### src/rtl/axi_stream_pkg.sv
// rtl/axi_stream_pkg.sv - shared types and register offsets for the AXI-Lite/AXI-Stream bridges
package axi_stream_pkg;

   typedef enum logic [1:0] {
      RESP_OKAY   = 2'b00,
      RESP_SLVERR = 2'b10
   } resp_e;

   // Word offsets, decoded from address bits [3:2]
   localparam logic [1:0] REG_DATA      = 2'd0;
   localparam logic [1:0] REG_DATA_LAST = 2'd1;
   localparam logic [1:0] REG_STATUS    = 2'd2;
   localparam logic [1:0] REG_CTRL      = 2'd3;

   // Beats are sized for the widest supported bus; narrower bridges leave the top bits zero
   localparam int MAX_DATA_WIDTH = 64;
   localparam int MAX_KEEP_WIDTH = MAX_DATA_WIDTH / 8;

   typedef struct packed {
      logic [MAX_DATA_WIDTH-1:0] tdata;
      logic [MAX_KEEP_WIDTH-1:0] tkeep;
      logic                      tlast;
   } beat_t;

endpackage

### src/rtl/axis_skid_buffer.sv
// rtl/axis_skid_buffer.sv - 2-entry register FIFO (out + temp) driving an AXI-Stream master
module axis_skid_buffer
   import axi_stream_pkg::*;
(
   input  logic       axi_aclk,
   input  logic       axi_aresetn,
   input  logic       push,
   input  beat_t      push_data,
   output beat_t      m_axis_beat,
   output logic       m_axis_tvalid,
   input  logic       m_axis_tready,
   output logic [1:0] occupancy
);

   beat_t out_beat;
   beat_t tmp_beat;
   logic  out_valid;
   logic  tmp_valid;
   logic  pop;

   assign pop           = out_valid && m_axis_tready;
   assign m_axis_beat   = out_beat;
   assign m_axis_tvalid = out_valid;
   assign occupancy     = {1'b0, out_valid} + {1'b0, tmp_valid};

   // Temp only fills when out is occupied and not draining; a push while full is ignored
   always_ff @(posedge axi_aclk or negedge axi_aresetn) begin
      if (!axi_aresetn) begin
         out_valid <= 1'b0;
         tmp_valid <= 1'b0;
         out_beat  <= '0;
         tmp_beat  <= '0;
      end else if (tmp_valid) begin
         if (pop) begin
            out_beat  <= tmp_beat;
            tmp_valid <= 1'b0;
         end
      end else if (out_valid) begin
         if (push && pop) begin
            out_beat <= push_data;
         end else if (push) begin
            tmp_beat  <= push_data;
            tmp_valid <= 1'b1;
         end else if (pop) begin
            out_valid <= 1'b0;
         end
      end else if (push) begin
         out_beat  <= push_data;
         out_valid <= 1'b1;
      end
   end

endmodule

### src/rtl/axi_lite_to_axi_stream.sv
// rtl/axi_lite_to_axi_stream.sv - AXI4-Lite register writes turned into AXI-Stream beats
module axi_lite_to_axi_stream
   import axi_stream_pkg::*;
#(
   parameter int AXI_DATA_WIDTH  = 32,
   parameter int AXI_ADDR_WIDTH  = 32,
   parameter int AXIS_KEEP_WIDTH = AXI_DATA_WIDTH / 8,
   parameter int FRAME_CNT_WIDTH = 16
) (
   input  logic                       axi_aclk,
   input  logic                       axi_aresetn,
   input  logic [AXI_ADDR_WIDTH-1:0]  s_axi_awaddr,
   input  logic                       s_axi_awvalid,
   output logic                       s_axi_awready,
   input  logic [AXI_DATA_WIDTH-1:0]  s_axi_wdata,
   input  logic [AXIS_KEEP_WIDTH-1:0] s_axi_wstrb,
   input  logic                       s_axi_wvalid,
   output logic                       s_axi_wready,
   output logic [1:0]                 s_axi_bresp,
   output logic                       s_axi_bvalid,
   input  logic                       s_axi_bready,
   input  logic [AXI_ADDR_WIDTH-1:0]  s_axi_araddr,
   input  logic                       s_axi_arvalid,
   output logic                       s_axi_arready,
   output logic [AXI_DATA_WIDTH-1:0]  s_axi_rdata,
   output logic [1:0]                 s_axi_rresp,
   output logic                       s_axi_rvalid,
   input  logic                       s_axi_rready,
   output logic [AXI_DATA_WIDTH-1:0]  m_axis_tdata,
   output logic [AXIS_KEEP_WIDTH-1:0] m_axis_tkeep,
   output logic                       m_axis_tlast,
   output logic                       m_axis_tvalid,
   input  logic                       m_axis_tready
);

   logic                       alive;
   logic                       aw_held;
   logic [1:0]                 aw_reg;
   logic                       w_held;
   logic [AXI_DATA_WIDTH-1:0]  w_data;
   logic [AXIS_KEEP_WIDTH-1:0] w_strb;
   logic [1:0]                 occupancy;
   logic                       is_data;
   logic                       strb_zero;
   logic                       commit;
   logic                       push;
   logic                       clear_cnt;
   logic                       pop_last;
   resp_e                      wr_resp;
   beat_t                      push_beat;
   beat_t                      out_beat;
   logic [FRAME_CNT_WIDTH-1:0] frame_cnt;
   logic                       frame_open;
   logic [31:0]                status_word;
   logic [AXI_DATA_WIDTH-1:0]  status_data;
   logic                       unused_bits;

   // Readies stay low during reset and on the first edge out of it
   assign s_axi_awready = alive && !aw_held && !s_axi_bvalid;
   assign s_axi_wready  = alive && !w_held && !s_axi_bvalid;
   assign s_axi_arready = alive && !s_axi_rvalid;

   assign is_data   = (aw_reg == REG_DATA) || (aw_reg == REG_DATA_LAST);
   assign strb_zero = (w_strb == '0);
   assign commit    = aw_held && w_held && !s_axi_bvalid && (!is_data || occupancy != 2'd2);
   assign push      = commit && is_data && !strb_zero;
   assign clear_cnt = commit && (aw_reg == REG_CTRL) && w_data[0];
   assign pop_last  = m_axis_tvalid && m_axis_tready && m_axis_tlast;

   assign m_axis_tdata = out_beat.tdata[AXI_DATA_WIDTH-1:0];
   assign m_axis_tkeep = out_beat.tkeep[AXIS_KEEP_WIDTH-1:0];
   assign m_axis_tlast = out_beat.tlast;
   assign unused_bits  = ^{s_axi_awaddr, s_axi_araddr, out_beat};

   // Empty strobes on a data register and any STATUS write are rejected
   always_comb begin
      wr_resp = RESP_OKAY;
      if ((is_data && strb_zero) || aw_reg == REG_STATUS) begin
         wr_resp = RESP_SLVERR;
      end
   end

   // Widen the committed write into a package beat
   always_comb begin
      push_beat                            = '0;
      push_beat.tdata[AXI_DATA_WIDTH-1:0]  = w_data;
      push_beat.tkeep[AXIS_KEEP_WIDTH-1:0] = w_strb;
      push_beat.tlast                      = (aw_reg == REG_DATA_LAST);
   end

   // Live STATUS word, zero-extended to the bus width
   always_comb begin
      status_word                        = '0;
      status_word[0]                     = frame_open;
      status_word[2:1]                   = occupancy;
      status_word[16 +: FRAME_CNT_WIDTH] = frame_cnt;
      status_data                        = '0;
      status_data[31:0]                  = status_word;
   end

   // Marks the bridge as out of reset so readies can rise
   always_ff @(posedge axi_aclk or negedge axi_aresetn) begin
      if (!axi_aresetn) alive <= 1'b0;
      else              alive <= 1'b1;
   end

   // Write-address hold: filled on handshake, emptied on commit
   always_ff @(posedge axi_aclk or negedge axi_aresetn) begin
      if (!axi_aresetn) begin
         aw_held <= 1'b0;
         aw_reg  <= 2'd0;
      end else if (s_axi_awvalid && s_axi_awready) begin
         aw_held <= 1'b1;
         aw_reg  <= s_axi_awaddr[3:2];
      end else if (commit) begin
         aw_held <= 1'b0;
      end
   end

   // Write-data hold: filled on handshake, emptied on commit
   always_ff @(posedge axi_aclk or negedge axi_aresetn) begin
      if (!axi_aresetn) begin
         w_held <= 1'b0;
         w_data <= '0;
         w_strb <= '0;
      end else if (s_axi_wvalid && s_axi_wready) begin
         w_held <= 1'b1;
         w_data <= s_axi_wdata;
         w_strb <= s_axi_wstrb;
      end else if (commit) begin
         w_held <= 1'b0;
      end
   end

   // Write response raised at commit, held until the master takes it
   always_ff @(posedge axi_aclk or negedge axi_aresetn) begin
      if (!axi_aresetn) begin
         s_axi_bvalid <= 1'b0;
         s_axi_bresp  <= RESP_OKAY;
      end else if (commit) begin
         s_axi_bvalid <= 1'b1;
         s_axi_bresp  <= wr_resp;
      end else if (s_axi_bready) begin
         s_axi_bvalid <= 1'b0;
      end
   end

   // Read response captured at the AR handshake; only STATUS is readable
   always_ff @(posedge axi_aclk or negedge axi_aresetn) begin
      if (!axi_aresetn) begin
         s_axi_rvalid <= 1'b0;
         s_axi_rdata  <= '0;
         s_axi_rresp  <= RESP_OKAY;
      end else if (s_axi_arvalid && s_axi_arready) begin
         s_axi_rvalid <= 1'b1;
         if (s_axi_araddr[3:2] == REG_STATUS) begin
            s_axi_rdata <= status_data;
            s_axi_rresp <= RESP_OKAY;
         end else begin
            s_axi_rdata <= '0;
            s_axi_rresp <= RESP_SLVERR;
         end
      end else if (s_axi_rready) begin
         s_axi_rvalid <= 1'b0;
      end
   end

   // Tracks whether the most recently pushed beat left a frame open
   always_ff @(posedge axi_aclk or negedge axi_aresetn) begin
      if (!axi_aresetn)  frame_open <= 1'b0;
      else if (push)     frame_open <= !push_beat.tlast;
   end

   // Completed-frame counter; a software clear beats a same-edge increment
   always_ff @(posedge axi_aclk or negedge axi_aresetn) begin
      if (!axi_aresetn)   frame_cnt <= '0;
      else if (clear_cnt) frame_cnt <= '0;
      else if (pop_last)  frame_cnt <= frame_cnt + 1'b1;
   end

   axis_skid_buffer u_skid (
      .axi_aclk      (axi_aclk),
      .axi_aresetn   (axi_aresetn),
      .push          (push),
      .push_data     (push_beat),
      .m_axis_beat   (out_beat),
      .m_axis_tvalid (m_axis_tvalid),
      .m_axis_tready (m_axis_tready),
      .occupancy     (occupancy)
   );

endmodule

### config.mk
export PLATFORM = sky130hd
export DESIGN_NAME = axi_lite_to_axi_stream
export DESIGN_NICKNAME = d
export VERILOG_FILES = /design/src/rtl/axi_stream_pkg.sv /design/src/rtl/axis_skid_buffer.sv /design/src/rtl/axi_lite_to_axi_stream.sv
export SDC_FILE = /design/constraint.sdc
export NUM_CORES = 1
export LEC_CHECK = 0
export CORE_MARGIN = 4
export CORE_UTILIZATION = 48
export DETAILED_ROUTE_END_ITERATION = 10
export HOLD_SLACK_MARGIN = 0.1
export PLACE_DENSITY_LB_ADDON = 0.15
export SLEW_MARGIN = 20
export SYNTH_ARGS = -nofsm -noshare
export SYNTH_HDL_FRONTEND = slang
export SYNTH_SLANG_ARGS = --single-unit
### constraint.sdc
create_clock -name axi_aclk -period 2.65 [get_ports axi_aclk]
set_input_delay 0.265 -clock axi_aclk [delete_from_list [all_inputs] [get_ports axi_aclk]]
set_output_delay 0.265 -clock axi_aclk [all_outputs]
set_load 0.005 [all_outputs]
==> results.yml <==
setup_path:
  crit_path_end_kind: "register"
  critPathMaxFanout: 26
  start_kind: "register"
  cp.required_ns: 2.95
  arrival_ns: 2.49
  crit_type: "reg2reg"
floorplan:
  start_util_pct: 49.1
  coreArea_um2: 13900
  ios: 187
  num_rows: 43
  die_area_um2: 16200
  die-width_um: 127
  die_h_um: 127
route:
  viasPerCell: 5.24
  dr.pass1.iters: 4
  routed_wl_mm: 13.3
  drt_iter0_drc: 221
  drt-wirelength-per-cell_um: 16.9
  vias: 4124
  drc: 0
  ant_nets: 0
place:
  gpl.final_weighted_congestion: 0.772
  dp_cells: 756
  post-dp-hpwl_mm: 8.77
  port_buffers: 111
timing:
  final-hold-violation-count: 0
  max_slew_margin_pct: 62.6
  finalSetupViolCount: 0
  hold_ws_ns: 0.366
  post-route-period-util_pct: 82.5
  finalMaxSlewViolations: 0
  worst_slew_pin_slew_ns: 0.561
  fin_worst_skew_ns: 0.0115
  rsz0062_at_grt: "false"
  fin_crit_ns: 2.19
  clock.fmax_ghz: 0.457
  fin_setup_tns_ns: 0
global_routing:
  grt_pass1_vias: 4421
  antenna_found_initial: 0
  met1_usage_pct: 23.2
  grt_max_degree: 59
  grt_use_total_pct: 17.7
  busiest_layer: "met2"
  grtUsageMet2_pct: 28.1
  grt_pass1_wl_mm: 22.6
  grt.overflow.total: 0
  use_met3_pct: 6.31
yosys:
  synth_edf_count: 0
  syn_inst: 475
  synth_cell_type_count: 38
  ys.warnings.count: 0
  syn_avg_cell_area_um2: 14.4
  ys_seq_area_share_pct: 57.6
  yosys.area.top_type: "dfrtp_1"
  synth_flop_cell: "dfrtp_1"
  synth_common_cells: "dfrtp_1 (157), mux2_2 (117), mux2_4 (29), a22o_1 (19)"
  ys_ff_latch: 157
  post-synth-top-count-cell: "dfrtp_1"
  ys_async_sr_fraction_pct: 100
  synth_top_area_share_pct: 57.6
  synthTopCellsByArea: "dfrtp_1 (58%), mux2_2 (19%), mux2_4 (6.4%)"
  synth.cell_area_um2: 6820
cts:
  numCtsBuffers: 17
  cts_tree: "yes"
  htree_levels: 4
  clk_pin_slew_ns: 0.06
  cts-root-buf: "clkbuf_16"
  clk_path_buf_depth: 2
  clock-sinks: 157
  clk_latency_ns: 0.42
status:
  status: "completed"
final_layout:
  multiInputGateArea_um2: 2650
  antenna_cells: 0
  n_fill_cell: 1096
  final_layout_size_suffix_gt1_share_pct: 32.5
  fin_cells: 787
  seqCellArea_um2: 3930
  area_growth_pct: 27.6
  nNetsFinal: 706
hold_path:
  hp-class: "in2async"
pwr:
  power_density_nw_per_um2: 1080
  leakage_nw: 3.99
  peakVddDrop_v: 0.000612
flow_run:
  cap_violations: 0
-- timing repair --
action | in CTS | in global routing
buffers inserted | 0 | 0
resized for setup | 0 | 0
hold endpoints to repair | 55 | 0
setup endpoints to repair | 0 | 0
hold buffers | 1 | 0
-- where the power goes --
part | switching, W | leakage (nW) | internal, W | total, W
registers | 0.000550 | 2.01 | 0.00326 | 0.00381
clock network | 0.000892 | 0.298 | 0.00159 | 0.00249
logic | 0.00105 | 1.69 | 0.00204 | 0.00309
total | 0.00250 | 3.99 | 0.00689 | 0.00939
-- path summary, 6_finish.rpt --
| path | start | endpoint | slack [ns] | cells after the start |
|---|---|---|---|---|
| worst min register to register | s_axi_bresp[1] | s_axi_bresp[1] | 0.48 | 1 |
| worst max register to register | w_strb[3] | u_skid.m_axis_beat[23] | 0.46 | 5 |
| worst min-delay path | axi_aresetn | s_axi_rdata[26] | 0.37 | 2 |
| worst max-delay path | w_strb[3] | u_skid.m_axis_beat[23] | 0.46 | 5 |
| max in group asynchronous | axi_aresetn | u_skid.tmp_beat[36] | 1.50 | 3 |
| min in group axi_aclk | s_axi_rready | s_axi_rvalid | 0.42 | 2 |
-- cells by family after synthesis --
| kind of cell | synth area share [%] |
|---|---|
| DFF | 57.6 |
| buffers and inverters | 4.40 |
| adders and majority gates | 0.367 |
| and+or+nand+nor | 5.65 |
| xor gates and xnor gates | 1.03 |
| other | 0.110 |
| muxes | 25.8 |
| AOI/OAI and AO/OA | 4.99 |
-- stage by stage --
stage / area, um2 / total power [W] / setup WS, ns / util, %
floorplan: 6870 / 0.00572 / 0.666 / -
global placement: 8090 / 0.00686 / 0.431 / 58.3
detailed placement: 8090 / 0.00698 / 0.409 / 58.3
CTS: 8710 / 0.00954 / 0.390 / 62.7
global route: 8710 / 0.00999 / 0.296 / 62.7
finish: 8710 / 0.00939 / 0.463 / 62.7
-- metal layers --
layer  up-vias  part of all wire [%]
met5         -                     0
met4         0                  0.78
met3         7                   6.2
met2       117                    48
met1      2089                    45
li1       1911                     -
-- critical path: stages (launching register included) --
cell,delay (ns)
dfrtp_1,0.42
nor4_2,0.47
nor4_4,0.11
o21ai_4,0.43
buf_12,0.27
mux2_2,0.36
-- layout by cell type, fill, tap and decap left out, types with 2 or more instances in the layout --
| cell | count |
|---|---|
| a22o_1 | 19 |
| dfrtp_1 | 156 |
| clkbuf_8 | 5 |
| bufinv_16 | 3 |
| mux2_4 | 29 |
| a21oi_1 | 9 |
| nor2_1 | 10 |
| or3_1 | 6 |
| clkinv_2 | 2 |
| o21ai_0 | 12 |
| ha_1 | 2 |
| conb_1 | 16 |
| inv_1 | 7 |
| clkbuf_16 | 17 |
| o211ai_1 | 3 |
| clkbuf_1 | 2 |
| clkdlybuf4s50_1 | 110 |
| xor2_1 | 6 |
| nand2b_1 | 3 |
| nand3_1 | 4 |
| nand2_1 | 18 |
| nand4_1 | 5 |
| xnor2_1 | 2 |
| and3_1 | 5 |
| a21o_1 | 4 |
| buf_12 | 3 |
| buf_4 | 11 |
| nor3_1 | 2 |
| or4_1 | 3 |
| mux2_2 | 117 |
-- cell type report --
type | instances | area share (%)
multi-input combinational | 287 | 30.4
timing repair buffer | 126 | 14.5
tap | 180 | 2.59
clock inverter | 6 | 1.24
sequential | 157 | 45.1
inverter | 7 | 0.302
clock buffer | 24 | 5.76
Power figures use the tool's default switching activity.
==> variant, RTL diff (same settings) <==
Make the reset (`axi_aresetn`) synchronous in 8 clocked blocks.
--- a/src/rtl/axis_skid_buffer.sv
+++ b/src/rtl/axis_skid_buffer.sv
@@ -25,5 +25,5 @@
 
    // Temp only fills when out is occupied and not draining; a push while full is ignored
-   always_ff @(posedge axi_aclk or negedge axi_aresetn) begin
+   always_ff @(posedge axi_aclk) begin
       if (!axi_aresetn) begin
          out_valid <= 1'b0;
--- a/src/rtl/axi_lite_to_axi_stream.sv
+++ b/src/rtl/axi_lite_to_axi_stream.sv
@@ -100,5 +100,5 @@
 
    // Marks the bridge as out of reset so readies can rise
-   always_ff @(posedge axi_aclk or negedge axi_aresetn) begin
+   always_ff @(posedge axi_aclk) begin
       if (!axi_aresetn) alive <= 1'b0;
       else              alive <= 1'b1;
@@ -106,5 +106,5 @@
 
    // Write-address hold: filled on handshake, emptied on commit
-   always_ff @(posedge axi_aclk or negedge axi_aresetn) begin
+   always_ff @(posedge axi_aclk) begin
       if (!axi_aresetn) begin
          aw_held <= 1'b0;
@@ -119,5 +119,5 @@
 
    // Write-data hold: filled on handshake, emptied on commit
-   always_ff @(posedge axi_aclk or negedge axi_aresetn) begin
+   always_ff @(posedge axi_aclk) begin
       if (!axi_aresetn) begin
          w_held <= 1'b0;
@@ -134,5 +134,5 @@
 
    // Write response raised at commit, held until the master takes it
-   always_ff @(posedge axi_aclk or negedge axi_aresetn) begin
+   always_ff @(posedge axi_aclk) begin
       if (!axi_aresetn) begin
          s_axi_bvalid <= 1'b0;
@@ -147,5 +147,5 @@
 
    // Read response captured at the AR handshake; only STATUS is readable
-   always_ff @(posedge axi_aclk or negedge axi_aresetn) begin
+   always_ff @(posedge axi_aclk) begin
       if (!axi_aresetn) begin
          s_axi_rvalid <= 1'b0;
@@ -167,5 +167,5 @@
 
    // Tracks whether the most recently pushed beat left a frame open
-   always_ff @(posedge axi_aclk or negedge axi_aresetn) begin
+   always_ff @(posedge axi_aclk) begin
       if (!axi_aresetn)  frame_open <= 1'b0;
       else if (push)     frame_open <= !push_beat.tlast;
@@ -173,5 +173,5 @@
 
    // Completed-frame counter; a software clear beats a same-edge increment
-   always_ff @(posedge axi_aclk or negedge axi_aresetn) begin
+   always_ff @(posedge axi_aclk) begin
       if (!axi_aresetn)   frame_cnt <= '0;
       else if (clear_cnt) frame_cnt <= '0;
Check against the original RTL: differs if axi_aresetn is asserted again (counterexample within 4 cycles, from zero or initial values and one cycle with axi_aresetn low); with axi_aresetn held inactive, the same outputs for 4 cycles.
==> variant against the original RTL <==
- clock skew fell by 2.1 ps
- non-clock buffer count fell by 2
- synthesized cell count rose by 50%
- wire length rose by 13%
- sequential cell count did not move
- die area fell by 1.6%
- area after synthesis fell by 1.7%
- cell area fell by 4.0%
- critical path depth did not move
- worst setup slack improved by 59 ps
- critical endpoint is now u_skid.tmp_beat[34]$_SDFFE_PN0P_
- largest cell class is now multi-input combinational cells
Power is not compared: it rests on default switching activity, and its combinational part moved more than twofold at a synthesized area within 25%.
==> variant: results (changes against the original RTL) <==
The met2 layer usage reported by global route came out at 0.314 (+0.0331). The highest-delay cell along the critical path is dfxtp_1. The post-synthesis mux area share is 0.110 (-0.148). The wire length on met1 is 6880 um (+16%). The number of distinct library cells after synthesis came to 44 (+16%). The number of setup buffers added after CTS is 0 (unchanged). The startpoint identified for the worst register-to-register timing path is u_skid.m_axis_tvalid$_SDFFE_PN0N_. The met1 layer usage reported by global route came out at 0.249 (+0.0171). The final worst hold slack is 226 ps (-140 ps). The worst-margin pin slew came out at 512 ps (-48.3 ps). The fraction of registers with async set or reset after synthesis is 0 (-1.00). The average via count per standard cell is 5.29 (+0.88%). The setup skew after layout came out at 9.47 ps (-2.07 ps). The pin count of the biggest net entering global routing came to 130 (+120%). The final non-filler cell total came out at 986 (+25%). The post-placement cell count is 957 (+27%). The detailed route wirelength on metal2 is 7200 um (+12%). The critical path starts at u_skid.m_axis_tvalid$_SDFFE_PN0N_. The xor-xnor portion of the synthesized cell area is 0.0118 (+0.00148). The run finished with clean final reports.

The first-pass GRT wire length is 25100 um (+11%). The number of global-route vias before repair was 5189 (+17%). The data arrival at the endpoint of the critical path was 2470 ps (-20 ps). The total routed wirelength came out at 15000 um (+13%).

The filler cell count is 1168 (+6.6%). The share of layout cells above drive strength 1 came out at 0.0593 (-0.265). By count the netlist is led by dfxtp_1 (157), nand2_1 (157), mux2i_1 (74), nand3_1 (49), a21boi_0 (41). The standard cell area after detailed placement came out at 0.00782 mm2 (-3.3%). The largest stage delay on the critical path is 420 ps (-50 ps). The met3 routed wirelength is 783 um (-5.0%).

The average size of a mapped cell is 9.42 um2 (-34%). The maximum fanout encountered on the critical timing path is 23 (-12%). The global-route total usage across every layer is 0.194 (+0.0168). The number of nets in the layout is 910 (+29%). The sequential element share of the synthesized area is 0.469 (-0.107). The synthesized-area fraction occupied by ao, oa, aoi and oai cells came out at 0.144 (+0.0944).

The diode insertion count for antenna repair came out at 0 (unchanged). The endpoint identified for the worst register-to-register timing path is u_skid.tmp_beat[34]$_SDFFE_PN0P_. The most used flip-flop cell after synthesis is dfxtp_1. The total half-perimeter wirelength after legalization and detailed placement is 9650 um (+10%).

The total clock buffers created by CTS is 17 (unchanged). The setup slack on the worst flop-to-flop path came out at 520 ps (+60 ps). The cell taking the most area after synthesis is dfxtp_1.

The routability congestion estimate from global placement is 0.792 (+2.5%). The synthesized-area fraction occupied by adder cells came out at 0.00373 (+0.0000637). Sorting the synthesized cells by area gives the leading types as dfxtp_1 (47%), mux2i_1 (11%), nand2_1 (8.8%). The worst setup path is captured at a flop.
-- variant: stage by stage --
step / util / worst slack (ps)
after CTS: 0.621 / 522
final: 0.621 / 522
after detailed placement: 0.581 / 545
after global placement: 0.581 / 560
after floorplan: - / 959
after global routing: 0.621 / 405
-- variant: layout make-up --
| class | count | area share |
|---|---|---|
| repair buffers | 124 | 0.147 |
| well taps | 176 | 0.0264 |
| flip-flops and latches | 157 | 0.376 |
| clock inverters | 1 | 0.00359 |
| multi-input cells | 496 | 0.384 |
| inverters | 4 | 0.00180 |
| clock buffers | 28 | 0.0606 |
-- variant: worst max-delay path, delay by kind of cell (launching register included) --
family,cells,cell delay [ps]
fa+ha+maj,1,360
buf+inv,1,380
flops,1,420
mux,1,260
simple gates,2,610
-- variant: report_power, final --
part | total (mW) | internal, mW | switching, mW
Clock | 2.24 | 1.38 | 0.864
Combinational | 0.298 | 0.151 | 0.147
Sequential | 2.44 | 2.40 | 0.0355
Total | 4.98 | 3.93 | 1.05
